[config.mk]
export PLATFORM = sky130hd
export DESIGN_NAME = ldpc_enc_ctrl
export DESIGN_NICKNAME = d
export VERILOG_FILES = /design/src/rtl/ldpc_enc_pkg.sv /design/src/rtl/ldpc_enc_ctrl.sv
export SDC_FILE = /design/constraint.sdc
export NUM_CORES = 1
export LEC_CHECK = 0
export ABC_CLOCK_PERIOD_IN_PS = 5000
export CAP_MARGIN = 5
export CORE_AREA = 4 4 69 71
export DETAILED_ROUTE_END_ITERATION = 8
export DIE_AREA = 0 0 73 75
export GPL_ROUTABILITY_DRIVEN = 0
export GPL_TIMING_DRIVEN = 0
export HOLD_SLACK_MARGIN = 0.03
export PLACE_DENSITY_LB_ADDON = 0.05
export SYNTH_ARGS = -nofsm -noshare
export SYNTH_HDL_FRONTEND = slang
export SYNTH_SLANG_ARGS = --single-unit
[constraint.sdc]
create_clock -name clk -period 5 [get_ports clk]
set_input_delay 0.5 -clock clk [delete_from_list [all_inputs] [get_ports clk]]
set_output_delay 0.5 -clock clk [all_outputs]
set_load 0.05 [all_outputs]
[src/rtl/ldpc_enc_pkg.sv]
// Shared types and constants for the LDPC encoder frame sequencer.
// Holds the sequencer state encoding and the frame geometry.
package ldpc_enc_pkg;

   localparam int unsigned K_BITS   = 4320;  // information bits per frame
   localparam int unsigned GROUP    = 360;   // parallelism / parity bits per frame
   localparam int unsigned N_GROUPS = 12;    // K_BITS / GROUP
   localparam int unsigned CNT_W    = 13;    // enc_counter width
   localparam int unsigned ADDR_W   = 9;     // enc_out_addr width
   localparam int unsigned CLR_CYC  = 3;     // encoder clear cycles before a frame
   localparam int unsigned CLR_W    = 2;     // clear counter width

   typedef enum logic [2:0] {
      CLEAR  = 3'd0,
      LOAD   = 3'd1,
      SETTLE = 3'd2,
      PARITY = 3'd3,
      TAIL   = 3'd4
   } state_t;

endpackage

[src/rtl/ldpc_enc_ctrl.sv]
// Frame sequencer for the 360-bit-parallel LDPC parity encoder.
// Accepts K_BITS information bits over valid/ready, drives the encoder's
// clear/din/counter/address/check controls and serialises the parity bits.
//
// Ports:
//   clk, rst_n                 clock, synchronous active-low reset
//   in_valid, in_bit, in_ready information bit handshake
//   abort                      synchronous frame abort
//   enc_rst_n                  encoder clear (active-low)
//   enc_din_valid, enc_din     encoder data input
//   enc_counter                index of the bit on enc_din
//   enc_out_addr               parity bit select (GROUP-1 down to 0)
//   enc_check                  encoder data_valid_check
//   enc_dout                   encoder parity bit, 1 cycle after enc_out_addr
//   out_valid, out_bit         serial codeword output
//   out_sop, out_last          first / last codeword bit markers
//   busy                       high outside CLEAR
//
// Build option: LDPC_ENC_CTRL_SYS_EN echoes the information bits ahead of
// the parity (systematic codeword); otherwise only parity bits are emitted.
module ldpc_enc_ctrl
   import ldpc_enc_pkg::*;
(
   input  logic              clk,
   input  logic              rst_n,
   input  logic              in_valid,
   input  logic              in_bit,
   output logic              in_ready,
   input  logic              abort,
   output logic              enc_rst_n,
   output logic              enc_din_valid,
   output logic              enc_din,
   output logic [CNT_W-1:0]  enc_counter,
   output logic [ADDR_W-1:0] enc_out_addr,
   output logic              enc_check,
   input  logic              enc_dout,
   output logic              out_valid,
   output logic              out_bit,
   output logic              out_sop,
   output logic              out_last,
   output logic              busy
);

   localparam logic [CNT_W-1:0]  CNT_LAST = CNT_W'(K_BITS - 1);
   localparam logic [ADDR_W-1:0] ADDR_TOP = ADDR_W'(GROUP - 1);
   localparam logic [CLR_W-1:0]  CLR_LAST = CLR_W'(CLR_CYC - 1);

   state_t              state_q, state_d;
   logic [CLR_W-1:0]    clr_cnt_q, clr_cnt_d;
   logic [CNT_W-1:0]    cnt_q, cnt_d;
   logic [ADDR_W-1:0]   addr_q, addr_d;
   logic                in_ready_q, in_ready_d;
   logic                enc_run_q, enc_run_d;
   logic                check_q, check_d;
   logic                busy_q, busy_d;
   logic                info_vld_q, info_vld_d;
   logic                info_bit_q, info_bit_d;
   logic                par_vld_q, par_vld_d;
   logic                sop_q, sop_d;
   logic                last_q, last_d;
   logic                hs;

   assign hs = in_valid & in_ready_q;

   // Next state, counters and output staging
   always_comb begin
      state_d    = state_q;
      clr_cnt_d  = clr_cnt_q;
      cnt_d      = cnt_q;
      addr_d     = addr_q;
      info_vld_d = 1'b0;
      info_bit_d = 1'b0;
      par_vld_d  = 1'b0;
      sop_d      = 1'b0;
      last_d     = 1'b0;

      case (state_q)
         CLEAR: begin
            if (clr_cnt_q == CLR_LAST) begin
               state_d   = LOAD;
               clr_cnt_d = '0;
            end else begin
               clr_cnt_d = clr_cnt_q + CLR_W'(1);
            end
         end
         LOAD: begin
            if (hs) begin
`ifdef LDPC_ENC_CTRL_SYS_EN
               info_vld_d = 1'b1;
               info_bit_d = in_bit;
               sop_d      = (cnt_q == '0);
`endif
               // Counter holds on the final bit so the encoder sees K_BITS-1 through SETTLE
               if (cnt_q == CNT_LAST) state_d = SETTLE;
               else                   cnt_d   = cnt_q + CNT_W'(1);
            end
         end
         SETTLE: state_d = PARITY;
         PARITY: begin
            par_vld_d = 1'b1;
`ifdef LDPC_ENC_CTRL_SYS_EN
            sop_d     = 1'b0;
`else
            sop_d     = (addr_q == ADDR_TOP);
`endif
            last_d    = (addr_q == '0);
            if (addr_q == '0) state_d = TAIL;
            else              addr_d  = addr_q - ADDR_W'(1);
         end
         TAIL:    state_d = CLEAR;
         default: state_d = CLEAR;
      endcase

      // Abort drops any staged output bit and restarts the clear window
      if (abort) begin
         state_d    = CLEAR;
         clr_cnt_d  = '0;
         info_vld_d = 1'b0;
         par_vld_d  = 1'b0;
         sop_d      = 1'b0;
         last_d     = 1'b0;
      end

      if (state_d == CLEAR) begin
         cnt_d  = '0;
         addr_d = ADDR_TOP;
      end

      in_ready_d = (state_d == LOAD);
      enc_run_d  = (state_d != CLEAR);
      check_d    = (state_d == PARITY);
      busy_d     = (state_d != CLEAR);
   end

   // State and output registers
   always_ff @(posedge clk) begin
      if (!rst_n) begin
         state_q    <= CLEAR;
         clr_cnt_q  <= '0;
         cnt_q      <= '0;
         addr_q     <= ADDR_TOP;
         in_ready_q <= 1'b0;
         enc_run_q  <= 1'b0;
         check_q    <= 1'b0;
         busy_q     <= 1'b0;
         info_vld_q <= 1'b0;
         info_bit_q <= 1'b0;
         par_vld_q  <= 1'b0;
         sop_q      <= 1'b0;
         last_q     <= 1'b0;
      end else begin
         state_q    <= state_d;
         clr_cnt_q  <= clr_cnt_d;
         cnt_q      <= cnt_d;
         addr_q     <= addr_d;
         in_ready_q <= in_ready_d;
         enc_run_q  <= enc_run_d;
         check_q    <= check_d;
         busy_q     <= busy_d;
         info_vld_q <= info_vld_d;
         info_bit_q <= info_bit_d;
         par_vld_q  <= par_vld_d;
         sop_q      <= sop_d;
         last_q     <= last_d;
      end
   end

   // Encoder clear follows rst_n directly so a mid-frame reset clears it at once
   assign enc_rst_n     = rst_n & enc_run_q;
   assign in_ready      = in_ready_q;
   assign enc_din_valid = hs;
   assign enc_din       = in_bit & in_ready_q;
   assign enc_counter   = cnt_q;
   assign enc_out_addr  = addr_q;
   assign enc_check     = check_q;
   assign busy          = busy_q;
   assign out_valid     = info_vld_q | par_vld_q;
   // Encoder output is already registered; the parity bit passes straight through
   assign out_bit       = par_vld_q ? enc_dout : info_bit_q;
   assign out_sop       = sop_q;
   assign out_last      = last_q;

endmodule

; Word level (Yosys, flattened, before mapping)
; Cells that the tools add are included.
[word_totals]
regBits = 33
in_bits = 6
output_inout_bits = 32
[op_classes]
add_sub_neg = 3
n_eq_ne = 8
mux = 9
bitwise = 7
n_reduce_logical = 9
[ops]
columns = op, count
row1 = two-way mux 3 bit, 5
row2 = adder 13 x 1 -> 13 bit (second input constant), 1
row3 = == test 13 bit (second input constant), 1
row4 = one-hot mux 3 bit (4 select lines), 1
row5 = == test 3 x 2 -> 1 bit (second input constant), 3
row6 = == test 9 bit (second input constant), 1
row7 = logical NOT 9 bit, 1
row8 = subtractor 9 x 1 -> 9 bit (second input constant), 1
row9 = == test 3 x 1 -> 1 bit (second input constant), 2
row10 = logical NOT 3 bit, 2
row11 = inverter 1 bit, 4
row12 = OR reduction 2 bit, 2
row13 = bitwise AND 1 bit, 3
row14 = AND reduction 3 bit, 1
row15 = nonzero test 3 bit, 1
row16 = OR reduction 3 bit, 1
row17 = adder 2 x 1 -> 2 bit (second input constant), 1
row18 = == test 2 bit (second input constant), 1
row19 = two-way mux 1 bit, 2
row20 = two-way mux 2 bit, 1
row21 = AND reduction 2 bit, 1

; Logic depth before layout (Yosys ltp)
[logic_depth]
ltp_word = 7
depth_mapped = 7
depth_no_buf = 6

; Worst setup path before layout
; OpenSTA, ideal clock, no wires.
[synth_path]
path_type = flip-flop to flip-flop
from = reg in_ready_q (netlist: in_ready)
to = reg cnt_q[3] (netlist: enc_counter[3])
setup_time_ps = 71
t_arrival_ps = 2205
path_slack_ps = 2724
stages_incl_launch_ff = 6
n_path_buf = 1
synth_period_minus_slack_ps = 2276
path_cell_list = dfxtp_1 -> and2_0 -> clkbuf_1 -> nand2_1 -> or4_1 -> a21oi_1
[synth_between]
elab_chain_cells = 6
[synth_rtl]
columns = item, line
row1 = start: declaration, ldpc_enc_ctrl.sv:52  ; logic in_ready_q, in_ready_d;
row2 = start signal: assignment, ldpc_enc_ctrl.sv:156  ; in_ready_q <= in_ready_d;
row3 = bitwise AND 1 bit *, ldpc_enc_ctrl.sv:63  ; assign hs = in_valid & in_ready_q;
row4 = via enc_din_valid, ldpc_enc_ctrl.sv:31  ; output logic enc_din_valid,
row5 = two-way mux 3 bit, ldpc_enc_ctrl.sv:87  ; if (hs) begin
row6 = one-hot mux 3 bit (4 select lines), ldpc_enc_ctrl.sv:77  ; case (state_q)
row7 = two-way mux 3 bit, ldpc_enc_ctrl.sv:115  ; if (abort) begin
row8 = logical NOT 3 bit, ldpc_enc_ctrl.sv:124  ; if (state_d == CLEAR) begin
row9 = OR reduction 2 bit (no line), -
row10 = end signal: assignment, ldpc_enc_ctrl.sv:154  ; cnt_q <= cnt_d;
row11 = end: declaration, ldpc_enc_ctrl.sv:50  ; logic [CNT_W-1:0] cnt_q, cnt_d;
; Mark *: on every way through the listed nets, which the timed path passes. The rest lies on a longest branch.
; A chain may end at the register's enable or synchronous reset.

; Worst setup path after layout
[layout_path]
from = in in_valid
to = out enc_din_valid
[layout_between]
elab_chain_cells = 1
[layout_rtl]
columns = item, line
row1 = start: declaration, ldpc_enc_ctrl.sv:26  ; input logic in_valid,
row2 = bitwise AND 1 bit, ldpc_enc_ctrl.sv:63
row3 = end: declaration, ldpc_enc_ctrl.sv:31
; No other way between the ends.

==> run_results.csv <==
group,metric,value,unit
outcome,status,"completed",
final_layout,num_antenna_cells,0,
timing,rsz0062_at_grt,"false",
worst_setup_path,start_kind,"input pin",
route,drt_pass1_iterations,4,
final_layout,fillers,409,
global_routing,antenna_found_initial,0,
global_routing,grtUsageMet3,0.04005,
worst_setup_path,cp_max_fo,6,
global_routing,busiest_layer,"met2",
global_routing,grt_overflow_total,0,
floorplanning,core.rowCount,24,
floorplanning,die-area,5475,um2
route,detail_route.wl_per_cell,13.86,um
route,drc,0,
pwr,combPwrFrac,0.025,
clocking,worstSkewPairLatency,280,ps
timing,setup_tns,0,ps
clocking,clk_pin_slew,70,ps
synth,ys_seq_elements,33,
route,vias,1485,
route,antenna_left,0,
timing,setup_viol,0,
global_routing,grt_util_all_layers,0.1452,
pwr,internal_power,379.4,uW
worst_setup_path,critPathSlowestCell,"clkdlybuf4s50_1",
synth,synth_top_cell_area_share,0.4074,
global_routing,globalRouteMet2Util,0.2205,
route,via_per_inst,5.323,
worst_hold_path,min_path_type,"reg -> reg",
worst_setup_path,cp_cell_sequence,"clkdlybuf4s50_1 -> and2_0 -> clkbuf_1 -> clkdlybuf4s50_1",
clocking,tritoncts,"done",
final_layout,drive_gt1_frac,0.07489,
clocking,htree_levels,2,
floorplanning,core,4234,um2
worst_setup_path,worst_path_dominant_cell_family,"buffers and inverters",
final_layout,area_growth,32.18,%
pwr,netSwitchingFraction,0.2012,
global_routing,grt_pass1_wl,6230,um
pwr,seq_power_share,0.558,
worst_setup_path,path_class,"in -> out",
place,post-place-ws,2306,ps
worst_setup_path,worst-path-buf-inv,3,
timing,layout_setup_ws,2323,ps
floorplanning,die_h,75,um
synth,synth_top_flop_cell,"dfxtp_1",
global_routing,grt_pass1_vias,1370,
timing,fmax,0.3735,GHz
worst_setup_path,worst_ep_arrival_time,2180,ps
route,drt_iter0_drc,97,
clocking,cts_buffer_depth,2,
synth,synth_top_area_cell,"dfxtp_1",
pwr,powerDensity,221.6,nW/um2
floorplanning,initial_core_util,0.3830,
final_layout,fin_nets,237,
synth,synthTopCellsByCount,"dfxtp_1 (33), nand2_1 (16), nor2_1 (13), a21oi_1 (11)",
clocking,hold_buffers,0,
synth,yosysWarningCount,0,
clocking,cts_buffers,5,
pwr,pwr-share-clk,0.417,
timing,finalClockSkew,10.47,ps
synth,syn_area_per_cell,8.861,um2
floorplanning,boundaryPins,38,
timing,worst_pin_slew,560.0,ps
timing,maxSlewViolCount,0,
run,maxCapViolCount,0,
worst_setup_path,endpoint_kind,"output port",
synth,yosysMostFrequentCell,"dfxtp_1",
pwr,ir_drop,0.0001557,V
floorplanning,die_w,73,um
synth,ys_async_sr_fraction,0,
synth,ys_seq_area_frac,0.4074,
timing,hold_viol,0,
clocking,post_cts_buffers,0,
synth,synth_nets,193,
timing,min_period_over_period,0.5354,
worst_setup_path,cpMostUsedCell,"clkdlybuf4s50_1",
synth,synth.distinct_cells,45,
global_routing,grt_max_degree,11,
route,totalWireLength,3866,um
pwr,p_leak,0.7208,nW
place,place_hpwl,2926,um
synth,synth-edff-count,0,
pwr,p_sw,95.56,uW
clocking,root_buffer,"clkbuf_8",
clocking,cts.sinks,33,
worst_setup_path,slowest_delay,850,ps
timing,relSlewSlack,0.6232,
timing,min_period,2677,ps
global_routing,met1_usage,0.1937,
synth,synthesis.area,1622,um2
place,port_buffers,37,
clocking,postCtsResizedCells,0,
synth,postSynthCellCount,183,
synth,synth_area_leaders,"dfxtp_1 (41%), nand2_1 (3.7%), a21oi_1 (3.4%), xor2_1 (3.2%), ha_1 (3.1%)",
worst_setup_path,crit_required,4500,ps
per-stage QoR:
step	hold WS (ps)	cell area [um2]	power, mW	utilization	instances
3_3_place_gp	465.5	2057	0.2823	0.4858	272
5_1_grt	530.1	2143	0.4922	0.5062	279
2_1_floorplan	453.4	1622	0.2765	-	183
4_1_cts	502.3	2143	0.4831	0.5062	279
3_5_place_dp	491.4	2057	0.2827	0.4858	272
6_report	497.5	2143	0.4750	0.5062	279
per-layer routing:
metal / vias to the layer above / share of wire
met2: 32 / 0.47
met4: 0 / 0.010
met3: 4 / 0.043
li1: 756 / -
met1: 693 / 0.48
met5: - / 0
power by group through the flow:
stage	registers (mW)	clock network [mW]	logic (mW)
floorplan	0.271	0	0.00535
global placement	0.271	0	0.0117
detailed placement	0.271	0	0.0120
CTS	0.265	0.206	0.0121
global route	0.265	0.215	0.0128
finish	0.265	0.198	0.0120
worst register-to-register path, delay by kind of cell (launching register included):
kind	cells	cell delay, ps
compound gates	2	300
fa+ha+maj	1	220
buf+inv	2	300
flops	1	380
simple gates	2	570
kinds of logic after synthesis:
kind of cell	count (synthesis)	synth area share
simple gates	87	0.3195
flops	33	0.4074
mux	1	0.006173
xor+xnor	10	0.05401
compound gates	34	0.1466
fa+ha+maj	4	0.03087
buf+inv	14	0.03550
sequential cells by signal (all words and copies together) (netlist names):
signal / cells
state_q: 3
in_ready: 1
enc_out_addr: 9
par_vld_q: 1
enc_check: 1
clr_cnt_q: 2
out_sop: 1
enc_counter: 13
busy: 1
out_last: 1
final timing paths:
| check | slack, ps | from | to | cells after the start |
|---|---|---|---|---|
| worst max register to register | 3160 | enc_out_addr[0] | enc_out_addr[7] | 7 |
| worst min-delay path | 500 | enc_counter[12] | enc_counter[12] | 2 |
| worst min register to register | 500 | enc_counter[12] | enc_counter[12] | 2 |
| worst max-delay path | 2320 | in_valid | enc_din_valid | 4 |
cell usage in the layout (no fill, tap or decap), types with 2 or more instances in the layout:
master,n
and2_1,5
nand2b_1,4
a211oi_1,3
nor4_1,3
or4_1,5
dfxtp_1,33
ha_1,4
clkdlybuf4s50_1,37
inv_1,7
o21ai_0,6
nor2b_1,3
a21oi_1,11
o31ai_1,3
nor4b_1,3
nand2_1,16
nand3_1,5
xor2_1,6
nor3_1,4
nor2_1,13
clkbuf_8,6
o2111ai_1,3
nand4_1,5
clkbuf_1,3
and4_1,2
buf_2,4
xnor2_1,4
o211ai_1,3
or3_1,7
area by class of cell:
type | instances | area, um2 | area share
sequential | 33 | 660.6 | 0.3082
timing repair buffer | 37 | 370.4 | 0.1728
tap | 52 | 65.06 | 0.03036
multi-input combinational | 136 | 903.4 | 0.4215
buffer | 6 | 27.53 | 0.01284
clock buffer | 7 | 86.33 | 0.04028
inverter | 8 | 30.03 | 0.01401
Power figures use the tool's default switching activity.
